$ cat config.mk
export PLATFORM = sky130hd
export DESIGN_NAME = batch_out_fifo
export DESIGN_NICKNAME = d
export VERILOG_FILES = /design/src/rtl/batch_out_fifo.sv
export SDC_FILE = /design/constraint.sdc
export NUM_CORES = 1
export LEC_CHECK = 0
export ABC_AREA = 1
export BUFFER_PORTS_ARGS = -buffer_cell sky130_fd_sc_hd__buf_2
export CORE_ASPECT_RATIO = 1.2
export CORE_MARGIN = 5
export CORE_UTILIZATION = 40
export CTS_CLUSTER_SIZE = 28
export DETAILED_ROUTE_END_ITERATION = 10
export PLACE_DENSITY_LB_ADDON = 0.25
export SYNTH_ARGS = -nofsm -noshare
export SYNTH_HDL_FRONTEND = slang
export SYNTH_SLANG_ARGS = --single-unit
$ cat constraint.sdc
create_clock -name clk -period 2.24 [get_ports clk]
set_clock_uncertainty 0.15 [all_clocks]
set_input_delay 0 -clock clk [delete_from_list [all_inputs] [get_ports clk]]
set_output_delay 0 -clock clk [all_outputs]
set_load 0.02 [all_outputs]
$ cat src/rtl/batch_out_fifo.sv
// batch_out_fifo
//   Output buffer behind the batch fixed-point filter. It discards the first
//   SKIP valid words after reset/flush so the filter can settle. It can also
//   convert offset-binary to two's complement. It absorbs consumer stalls in a
//   DEPTH-entry first-word-fall-through FIFO, and it flags and counts words
//   lost to overflow.
//
// Ports
//   clk        in   sample clock (same as filter output)
//   rst        in   asynchronous reset, active low
//   flush      in   synchronous clear: empty FIFO, clear flags, restart skip
//   in_data    in   filter result word (offset binary)
//   in_valid   in   in_data valid this cycle (no upstream backpressure)
//   out_data   out  head-of-FIFO word, 0 while empty
//   out_valid  out  FIFO non-empty
//   out_ready  in   consumer accepts out_data this cycle
//   level      out  current occupancy, 0..DEPTH
//   overflow   out  sticky: at least one word dropped
//   drop_cnt   out  number of dropped words, saturating
module batch_out_fifo #(
    parameter int OUT_WIDTH  = 14,
    parameter int DEPTH      = 16,
    parameter int SKIP       = 4,
    parameter int SIGNED_OUT = 1,
    parameter int CNT_W      = 8
) (
    input  logic                   clk,
    input  logic                   rst,
    input  logic                   flush,
    input  logic [OUT_WIDTH-1:0]   in_data,
    input  logic                   in_valid,
    output logic [OUT_WIDTH-1:0]   out_data,
    output logic                   out_valid,
    input  logic                   out_ready,
    output logic [$clog2(DEPTH):0] level,
    output logic                   overflow,
    output logic [CNT_W-1:0]       drop_cnt
);

    localparam int PW  = $clog2(DEPTH);
    localparam int LW  = PW + 1;
    localparam int SKW = (SKIP > 1) ? $clog2(SKIP) : 1;
    localparam logic [SKW-1:0] SKIP_LAST = SKW'((SKIP > 0) ? SKIP - 1 : 0);
    localparam logic [OUT_WIDTH-1:0] MSB_MASK = {1'b1, {(OUT_WIDTH-1){1'b0}}};

    typedef enum logic {S_SKIP = 1'b0, S_RUN = 1'b1} state_e;
    // With SKIP == 0 there is nothing to discard, so start straight in RUN.
    localparam state_e START_ST = (SKIP == 0) ? S_RUN : S_SKIP;

    state_e               state_q, state_d;
    logic [SKW-1:0]       skip_cnt_q, skip_cnt_d;
    logic [PW-1:0]        wr_ptr_q, wr_ptr_d;
    logic [PW-1:0]        rd_ptr_q, rd_ptr_d;
    logic [LW-1:0]        level_q, level_d;
    logic                 ovf_q, ovf_d;
    logic [CNT_W-1:0]     drop_q, drop_d;
    logic [OUT_WIDTH-1:0] mem_q [DEPTH];

    logic                 full, empty, push, pop, drop;
    logic [OUT_WIDTH-1:0] conv_data;

    // Inverting the MSB maps offset binary onto two's complement.
    assign conv_data = (SIGNED_OUT != 0) ? (in_data ^ MSB_MASK) : in_data;

    // Full and empty come from the occupancy count, which avoids the usual
    // pointer-equality ambiguity.
    assign full  = (level_q == LW'(DEPTH));
    assign empty = (level_q == '0);

    // flush takes priority, so it blocks every FIFO action in its cycle.
    // Because a pop frees a slot, a push is allowed on a full FIFO in the same cycle.
    assign pop  = !flush && !empty && out_ready;
    assign push = !flush && (state_q == S_RUN) && in_valid && (!full || pop);
    assign drop = !flush && (state_q == S_RUN) && in_valid && full && !pop;

    always_comb begin
        state_d    = state_q;
        skip_cnt_d = skip_cnt_q;
        wr_ptr_d   = wr_ptr_q;
        rd_ptr_d   = rd_ptr_q;
        level_d    = level_q;
        ovf_d      = ovf_q;
        drop_d     = drop_q;
        if (flush) begin
            state_d    = START_ST;
            skip_cnt_d = '0;
            wr_ptr_d   = '0;
            rd_ptr_d   = '0;
            level_d    = '0;
            ovf_d      = 1'b0;
            drop_d     = '0;
        end else begin
            if (state_q == S_SKIP && in_valid) begin
                if (skip_cnt_q == SKIP_LAST) begin
                    state_d    = S_RUN;
                    skip_cnt_d = '0;
                end else begin
                    skip_cnt_d = skip_cnt_q + 1'b1;
                end
            end
            if (push) wr_ptr_d = wr_ptr_q + 1'b1;
            if (pop)  rd_ptr_d = rd_ptr_q + 1'b1;
            if (push && !pop)      level_d = level_q + 1'b1;
            else if (pop && !push) level_d = level_q - 1'b1;
            if (drop) begin
                ovf_d = 1'b1;
                if (drop_q != '1) drop_d = drop_q + 1'b1;
            end
        end
    end

    always_ff @(posedge clk or negedge rst) begin
        if (!rst) begin
            state_q    <= START_ST;
            skip_cnt_q <= '0;
            wr_ptr_q   <= '0;
            rd_ptr_q   <= '0;
            level_q    <= '0;
            ovf_q      <= 1'b0;
            drop_q     <= '0;
        end else begin
            state_q    <= state_d;
            skip_cnt_q <= skip_cnt_d;
            wr_ptr_q   <= wr_ptr_d;
            rd_ptr_q   <= rd_ptr_d;
            level_q    <= level_d;
            ovf_q      <= ovf_d;
            drop_q     <= drop_d;
        end
    end

    // The storage array is not reset. The output is forced to zero while the
    // FIFO is empty, so stale contents never become visible.
    always_ff @(posedge clk) begin
        if (push) mem_q[wr_ptr_q] <= conv_data;
    end

    assign out_valid = !empty;
    assign out_data  = empty ? '0 : mem_q[rd_ptr_q];
    assign level     = level_q;
    assign overflow  = ovf_q;
    assign drop_cnt  = drop_q;

endmodule

==> flow_summary.json, run 1 <==
{
  "status": "finished, violations left",
  "violations": "negative setup slack",
  "initial_core_util": 0.406,
  "worstPathMaxFanout": 7,
  "grt_pass1_vias": 7008,
  "hold_violations": 0,
  "wire_per_inst_um": 19.0,
  "path_class": "reg -> out",
  "via_per_inst": 5.20,
  "worstPathCellList": "clkinv_8 > buf_12 > buf_16 > nand2_1 > nand2_1 > a21oi_2 > o21ai_1 > a21oi_1 > nor2_1 > buf_4",
  "post_dp_cell_area_um2": 11300,
  "rows": 64,
  "max_freq_mhz": 416,
  "clk_latency_ns": 0.52,
  "antenna_left": 0,
  "finish.utilization": 0.511,
  "grt-ovfl-total": 0,
  "critPathArrivalTime_ns": 2.25,
  "power.total_mw": 14.1,
  "avgSynthCellArea_um2": 12.1,
  "use_met1": 0.218,
  "busiest_layer": "met2",
  "synth_seq_cells": 249,
  "critical_path.endpoint": "out_data[9]",
  "p_leak_nw": 4.80,
  "hp-class": "in -> reg",
  "cp_data_required_time_ns": 2.09,
  "antenna_found_initial": 0,
  "n_antenna_cell": 0,
  "yosysWarnings": 0,
  "hold-worst-slack_ns": 0.273,
  "die_w_um": 157,
  "nFillCells": 2186,
  "cp-start-kind": "flip-flop",
  "synth_area_leader_cell": "edfxtp_1",
  "layout_commonest_cell": "edfxtp_1",
  "worst_path_most_repeated_cell": "nand2_1",
  "min_period_ns": 2.40,
  "clock_sinks": 249,
  "met3_usage": 0.0229,
  "rrSetupSlack_ns": 0.13,
  "rr_worst_depth": 10,
  "synthesis.area_um2": 10400,
  "final_area_um2": 13100,
  "clockBufferDepth": 3,
  "maxSlewViolCount": 0,
  "syn_nets": 892,
  "core-area_um2": 25500,
  "worstSetupEndpointType": "primary output",
  "io_pins": 48,
  "gp_congestion": 0.808,
  "regToRegEndpoint": "mem_q[2][2]",
  "grt_max_degree": 56,
  "drtIter0Drc": 448,
  "dp_slack_ns": 0.112,
  "synth_cell_type_count": 39,
  "netlist_top_cells_area": "edfxtp_1 (65%), nand2_1 (6.6%), dfrtp_1 (6.0%)",
  "wl_um": 25100,
  "syn_inst": 861,
  "cts_made_buffers": 26,
  "h-tree-depth": 1,
  "grt_usage": 0.169,
  "io_buffer_count": 47,
  "dp_hpwl_um": 15400,
  "p_per_area_nw_per_um2": 1080,
  "final_layout_size_suffix_gt1_frac": 0.234,
  "finalSetupViolCount": 14,
  "slowest_delay_ns": 0.55,
  "slew_headroom": 0.613,
  "dr.pass1.iters": 5,
  "setup_ws_ns": -0.165,
  "startpoint": "rd_ptr_q[0]",
  "place_inst": 1241,
  "grtUsageMet2": 0.298,
  "synth_top_area_frac": 0.648,
  "fin_setup_tns_ns": -1.40,
  "yosysSeqAreaShare": 0.708,
  "rsz0062_at_grt": "yes",
  "cts-root-buf": "clkbuf_16",
  "r2r-start": "level[1]",
  "max_cap_viol_count": 0,
  "finalCritPeriodShare": 1.07,
  "syn2layout_area_growth_pct": 25.8,
  "die_h_um": 186,
  "stdcell_count": 1319,
  "cts_tree": "done",
  "ir_drop_v": 0.000691,
  "dieArea_um2": 29300,
  "vias": 6854,
  "layout_common_cells": "edfxtp_1 (224), nand2_1 (171), nor2_1 (78)",
  "layout.nets": 1002,
  "slowest_stage": "dfrtp_4",
  "drc_errors": 0,
  "tightest_slew_ns": 0.580,
  "clkSlewWorstSetupHoldPaths_ns": 0.06,
  "grt_pass1_wl_um": 38500
}
==> cell families after synthesis <==
logic type | after synthesis | share of synthesized area
AND/OR/NAND/NOR | 334 | 0.135
flip-flops | 249 | 0.708
AO/OA/AOI/OAI | 177 | 0.0923
buffers and inverters | 66 | 0.0276
multiplexers | 14 | 0.0135
adder cells (fa/ha/maj) | 12 | 0.0152
XOR/XNOR | 9 | 0.00760
==> per-layer routing <==
| metal | vias up | share of wire |
|---|---|---|
| met1 | 3352 | 0.42 |
| li1 | 3290 | - |
| met2 | 176 | 0.51 |
| met4 | 0 | 0.022 |
| met3 | 36 | 0.047 |
| met5 | - | 0 |
==> synthesized netlist by cell type, drive strengths merged <==
library cell	number
and3	1
ha	11
xnor2	3
nor2	102
nand3	23
o211a	1
nand2	188
nand4	2
or2	1
clkbuf	18
a31oi	1
edfxtp	224
mux2i	14
a21boi	1
nor3	17
buf	24
o22ai	30
a21o	1
a21oi	61
fa	1
inv	24
xor2	6
o21ai	80
o31ai	2
dfrtp	25
==> power by group <==
| group | internal, mW | switching, mW |
|---|---|---|
| combinational | 1.88 | 2.67 |
| sequential | 5.12 | 0.116 |
| clock | 2.62 | 1.73 |
| total | 9.63 | 4.52 |
==> area by class of cell <==
class	instances	area, um2	share of cell area
Inverter	24	106	0.00815
Clock buffer	29	672	0.0515
Clock inverter	17	201	0.0154
Multi-Input combinational cell	546	2960	0.227
Tap cell	330	413	0.0316
Sequential cell	249	7360	0.564
Timing Repair Buffer	124	1340	0.102
==> worst max-delay path, delay by kind of cell (launching register included) <==
kind	cells	cell delay, ns
buf+inv	4	0.58
flops	1	0.55
compound gates	3	0.40
simple gates	3	0.17
==> worst min-delay path by stage <==
stage                     start  cells after the start  slack (ns)           to
after floorplan             rst                      0       -0.45  drop_cnt[0]
after global placement      rst                      1       -0.11     level[4]
after detailed placement    rst                      1       -0.11     level[3]
after CTS                 flush                      3        0.24  wr_ptr_q[2]
after global routing      flush                      3        0.29  wr_ptr_q[2]
final                     flush                      3        0.27  wr_ptr_q[2]
==> timing repair <==
item	in CTS	in global routing
endpoints found under the hold margin	268	0
pin swaps	18	11
cloned	5	3
buffers inserted	3	1
hold buffers	21	0
gates resized for setup	81	51
setup endpoints to repair	14	61
==> sequential cells by signal, summed over array words and instances (netlist names) <==
register / flops
level: 5
wr_ptr_q: 4
overflow: 1
state_q: 1
rd_ptr_q: 4
mem_q: 224
drop_cnt: 8
skip_cnt_q: 2
No activity file was read; power rests on OpenSTA's default activity.
==> inputs of run 2 (changes only) <==
BUFFER_PORTS_ARGS = -buffer_cell sky130_fd_sc_hd__clkbuf_2   (was -buffer_cell sky130_fd_sc_hd__buf_2)
==> run 2 against run 1 <==
The flow still finishes with violations (negative setup slack). Via count rose by 2.3%. Total power rose by 2.9%. Fmax rose by 2.4%. Clock-buffer cell count fell by 2. Hold slack got worse by 0.013 ns. Sequential power barely moved. Critical endpoint is now out_data[3]. Largest power group unchanged.
==> flow_summary.json, run 2 (synthesis results as in run 1) <==
{
  "place_inst": 1243,
  "worstPathCellList": "clkinv_8 > buf_12 > clkbuf_16 > nand2_1 > nand2_1 > a21oi_1 > o21ai_1 > a21oi_2 > nor2_4 > buf_8",
  "hold-worst-slack_ns": 0.260,
  "grt_pass1_wl_um": 40000,
  "dr.pass1.iters": 5,
  "post_dp_cell_area_um2": 11300,
  "dp_hpwl_um": 15600,
  "die_h_um": 186,
  "top_layer_used": "met4",
  "setup_ws_ns": -0.108,
  "via_per_inst": 5.29,
  "wire_per_inst_um": 19.4,
  "critPathArrivalTime_ns": 2.20,
  "finalCritPeriodShare": 1.05,
  "max_freq_mhz": 426,
  "sw_frac_of_total": 0.321,
  "min_period_ns": 2.35,
  "cts_tree": "done",
  "p_per_area_nw_per_um2": 1100,
  "grt_max_degree": 43,
  "path_class": "reg -> out",
  "die_w_um": 157,
  "crit_buf_inv": 4,
  "drtIter0Drc": 493,
  "io_buffer_count": 47,
  "hold_violations": 0,
  "stdcell_count": 1327,
  "io_pins": 48,
  "dieArea_um2": 29300,
  "largest_register_ff_count": 224,
  "h-tree-depth": 1,
  "gp_congestion": 0.826,
  "grt-ovfl-total": 0,
  "layout_commonest_cell": "edfxtp_1",
  "rsz0062_at_grt": "yes",
  "cts_made_buffers": 25,
  "dp_slack_ns": 0.0708,
  "final_layout_size_suffix_gt1_frac": 0.272,
  "multi_input_area_um2": 3120,
  "power.total_mw": 14.6,
  "pwr-share-seq": 0.358,
  "antenna_found_initial": 0,
  "worstPathMaxFanout": 6,
  "status": "finished, violations left",
  "violations": "negative setup slack",
  "p_switching_mw": 4.67,
  "layout_common_cells": "edfxtp_1 (224), nand2_1 (164), nor2_1 (75)",
  "finalSetupViolCount": 14,
  "clkSlewWorstSetupHoldPaths_ns": 0.06,
  "cp-start-kind": "flip-flop",
  "regMostFlops": "mem_q",
  "met1Wirelength_um": 10600,
  "wl_um": 25800,
  "critical-path-top-delay-family": "buffers and inverters",
  "drc_errors": 0,
  "syn2layout_area_growth_pct": 28.0,
  "clk_latency_ns": 0.52,
  "grt_pass1_vias": 7311,
  "slowest_stage": "dfrtp_4",
  "antenna_left": 0,
  "max_cap_viol_count": 0,
  "cp_data_required_time_ns": 2.09,
  "p_int_mw": 9.88,
  "combinationalPowerShare": 0.342,
  "regArea_um2": 7360,
  "p_leak_nw": 4.87,
  "slew_headroom": 0.643,
  "dr_wl_met2_um": 13300,
  "fin_setup_tns_ns": -1.11,
  "finish.utilization": 0.520,
  "final_area_um2": 13300,
  "vias": 7014,
  "ir_drop_v": 0.000616,
  "hp-class": "in -> reg",
  "core-area_um2": 25500,
  "maxSlewViolCount": 0,
  "tightest_slew_ns": 0.535,
  "slowest_delay_ns": 0.52,
  "worstSetupEndpointType": "primary output",
  "clock_sinks": 249,
  "nFillCells": 2139,
  "layout.nets": 1009,
  "clockBufferDepth": 3,
  "worst_path_most_repeated_cell": "nand2_1",
  "grt_usage": 0.175,
  "rows": 64,
  "initial_core_util": 0.406,
  "clock_power_share": 0.299,
  "cts-root-buf": "clkbuf_16",
  "met3_length_um": 1340,
  "n_antenna_cell": 0
}
==> run 2: cell count changes in the layout (fill, tap and decap cells not counted), sizes merged <==
cell | previous run | this run
clkbuf | 31 | 68
buf | 102 | 71
bufinv | 4 | 5
inv | 22 | 23
==> run 2: worst reg2reg max path, stage by stage (launching register included) <==
cell and delay, ns:
dfrtp_2 0.45, nor2_4 0.14, nand3_2 0.12, nand2_4 0.09
nand3_4 0.08, ha_1 0.34, a21o_1 0.18, a31oi_2 0.19
nand3_1 0.11, nand3_1 0.09, nand2_1 0.05
==> run 2: repair_timing <==
item,4_1_cts,5_1_grt
hold endpoints to repair,269,0
setup endpoints to repair,14,101
cloned,7,3
hold buffers,21,0
resized for setup,105,69
pin swaps,24,19
buffers inserted,5,3
==> run 2: path summary, 6_finish.rpt <==
check                              end  slack [ns]        start  cells after the start
max                        out_data[3]       -0.11  rd_ptr_q[0]                     10
min reg2reg                   overflow        0.36     overflow                      2
min in group asynchronous     level[3]        0.36          rst                      4
max in group asynchronous  rd_ptr_q[0]        1.41          rst                      4
min                           level[2]        0.26        flush                      5
max reg2reg                   level[4]        0.14     level[1]                     10
==> run 2: area by class of cell <==
type                    count  share of cell area
clock inverters            19              0.0178
repair buffers            132               0.107
well taps                 330              0.0311
flip-flops and latches    249               0.554
clock buffers              27              0.0477
inverters                  24             0.00801
multi-input cells         546               0.235
==> run 2: power groups by stage <==
| stage | logic, mW | registers [mW] | clock network (mW) |
|---|---|---|---|
| final | 4.99 | 5.22 | 4.35 |
| after global routing | 5.35 | 5.23 | 4.61 |
| after CTS | 4.54 | 5.21 | 4.43 |
| after detailed placement | 3.37 | 5.29 | 0 |
| after global placement | 3.34 | 5.29 | 0 |
| after floorplan | 2.19 | 5.32 | 0 |
==> run 2: layer usage <==
layer	vias to the layer above	track usage
met2	204	0.302
met3	39	0.0278
met1	3463	0.224
li1	3308	-
met4	0	0.0573
met5	-	0
==> inputs of run 3 (changes only) <==
CELL_PAD_IN_SITES_DETAIL_PLACEMENT = 1   (was default)
CELL_PAD_IN_SITES_GLOBAL_PLACEMENT = 2   (was default)
CORE_UTILIZATION = 38   (was 40)
SKIP_LAST_GASP = 1   (was default)
==> run 3 against run 2 <==
The flow still finishes with violations (negative setup slack). Global-route usage is 1.2 points higher. Register-to-register slack is essentially flat. Largest power group unchanged. Core utilization shrank 4.3 points.
==> flow_summary.json, run 3 (synthesis results as in run 1) <==
{
  "regMostFlops": "mem_q",
  "final_layout_size_suffix_gt1_frac": 0.219,
  "gp_congestion": 0.766,
  "fin_setup_tns_ns": -1.60,
  "drc_errors": 0,
  "h-tree-depth": 1,
  "post_dp_cell_area_um2": 11400,
  "die_h_um": 191,
  "clk_latency_ns": 0.53,
  "layout_common_cells": "edfxtp_1 (224), nand2_1 (170), nor2_1 (77)",
  "min_period_ns": 2.42,
  "dp_hpwl_um": 17900,
  "path_class": "reg -> out",
  "met3_usage": 0.0224,
  "status": "finished, violations left",
  "via_per_inst": 5.27,
  "initial_core_util": 0.384,
  "whs_path_depth": 5,
  "maxSlewViolCount": 0,
  "clkSlewWorstSetupHoldPaths_ns": 0.06,
  "regToRegEndpoint": "level[4]",
  "cts-root-buf": "clkbuf_16",
  "layout.nets": 1003,
  "stdcell_count": 1328,
  "wire_per_inst_um": 21.9,
  "dieArea_um2": 30700,
  "die_w_um": 161,
  "whs_endpoint": "skip_cnt_q[1]",
  "cp_data_required_time_ns": 2.09,
  "layout_commonest_cell": "edfxtp_1",
  "grt_max_degree": 35,
  "grt_pass1_wl_um": 44200,
  "io_buffer_count": 47,
  "violations": "negative setup slack",
  "antenna_found_initial": 0,
  "min-delay-start": "in_valid",
  "p_leak_nw": 4.71,
  "dr.pass1.iters": 4,
  "worstPathMaxFanout": 6,
  "grt-ovfl-total": 0,
  "n_antenna_cell": 0,
  "hold_violations": 0,
  "finish.utilization": 0.477,
  "finalCritPeriodShare": 1.08,
  "rows": 66,
  "max_cap_viol_count": 0,
  "power.total_mw": 13.5,
  "clock_sinks": 249,
  "vias": 6993,
  "use_met1": 0.230,
  "hold-worst-slack_ns": 0.290,
  "setup_ws_ns": -0.180,
  "cts_tree": "done",
  "antenna_left": 0,
  "core-area_um2": 27000,
  "tightest_slew_ns": 0.548,
  "dp_slack_ns": 0.0628,
  "grt_usage": 0.187,
  "largest_register_ff_count": 224,
  "cp-start-kind": "flip-flop",
  "hp-class": "in -> reg",
  "drtIter0Drc": 379,
  "ir_drop_v": 0.000655,
  "final_area_um2": 12900,
  "slew_headroom": 0.634,
  "rsz0062_at_grt": "yes",
  "place_inst": 1253,
  "wl_um": 29100,
  "io_pins": 48,
  "syn2layout_area_growth_pct": 24.2,
  "max_freq_mhz": 413,
  "r2r-start": "level[3]",
  "finalSetupViolCount": 14,
  "p_per_area_nw_per_um2": 1050,
  "worstSetupEndpointType": "primary output",
  "busiest_layer": "met2",
  "rrSetupSlack_ns": 0.14,
  "critPathArrivalTime_ns": 2.27,
  "cts_made_buffers": 27,
  "grt_pass1_vias": 7480,
  "rr_worst_depth": 9,
  "grtUsageMet2": 0.348,
  "clockBufferDepth": 3
}
==> run 3: changes by cell type in the layout (fill, tap and decap cells not counted), sizes merged <==
cell	change
clkbuf	+5
clkinvlp	-2
inv	+3
clkinv	-1
bufinv	-5
buf	-9
==> run 3: how the worst max path moves through the flow <==
stage	startpoint	end	slack, ns	cells past startpoint
6_report	rd_ptr_q[0]	out_data[5]	-0.18	10
2_1_floorplan	level[4]	mem_q[0][0]	-0.12	8
3_5_place_dp	level[2]	level[4]	0.06	10
5_1_grt	rd_ptr_q[0]	out_data[5]	-0.29	10
3_3_place_gp	level[2]	level[4]	0.11	10
4_1_cts	rd_ptr_q[0]	out_data[9]	-0.19	8
==> run 3: routing by layer <==
| metal | vias up | wire (um) |
|---|---|---|
| met4 | 0 | 623 |
| met1 | 3523 | 11900 |
| met3 | 40 | 1290 |
| li1 | 3284 | - |
| met5 | - | 0 |
| met2 | 146 | 15300 |
==> run 3: final cells by class <==
cell class	instances	area (um2)
clock inverters	14	66.3
repair buffers	124	1320
multi-input cells	546	2930
well taps	340	425
inverters	24	97.6
clock buffers	31	691
fillers	2781	14100
flip-flops and latches	249	7360
==> run 3: power by group <==
part,internal [mW],total (mW),switching [mW]
sequential,5.12,5.23,0.110
combinational,1.71,4.38,2.67
clock,2.18,3.93,1.75
==> run 3: repair_timing <==
action / in CTS / in global routing
cloned: 2 / 2
buffers inserted: 2 / 3
endpoints found under the setup margin: 14 / 90
gates resized for setup: 50 / 54
hold buffers: 21 / 0
endpoints found under the hold margin: 268 / 0
pin swaps: 3 / 5
==> run 3: critical path, stage by stage (launching register included) <==
cell and delay [ns]:
dfrtp_4 0.56, inv_8 0.08, buf_12 0.15, clkbuf_16 0.15, nand2_1 0.06, nand2_1 0.05
a21oi_1 0.15, o21ai_0 0.13, a21oi_2 0.18, nor2_4 0.07, clkbuf_8 0.15
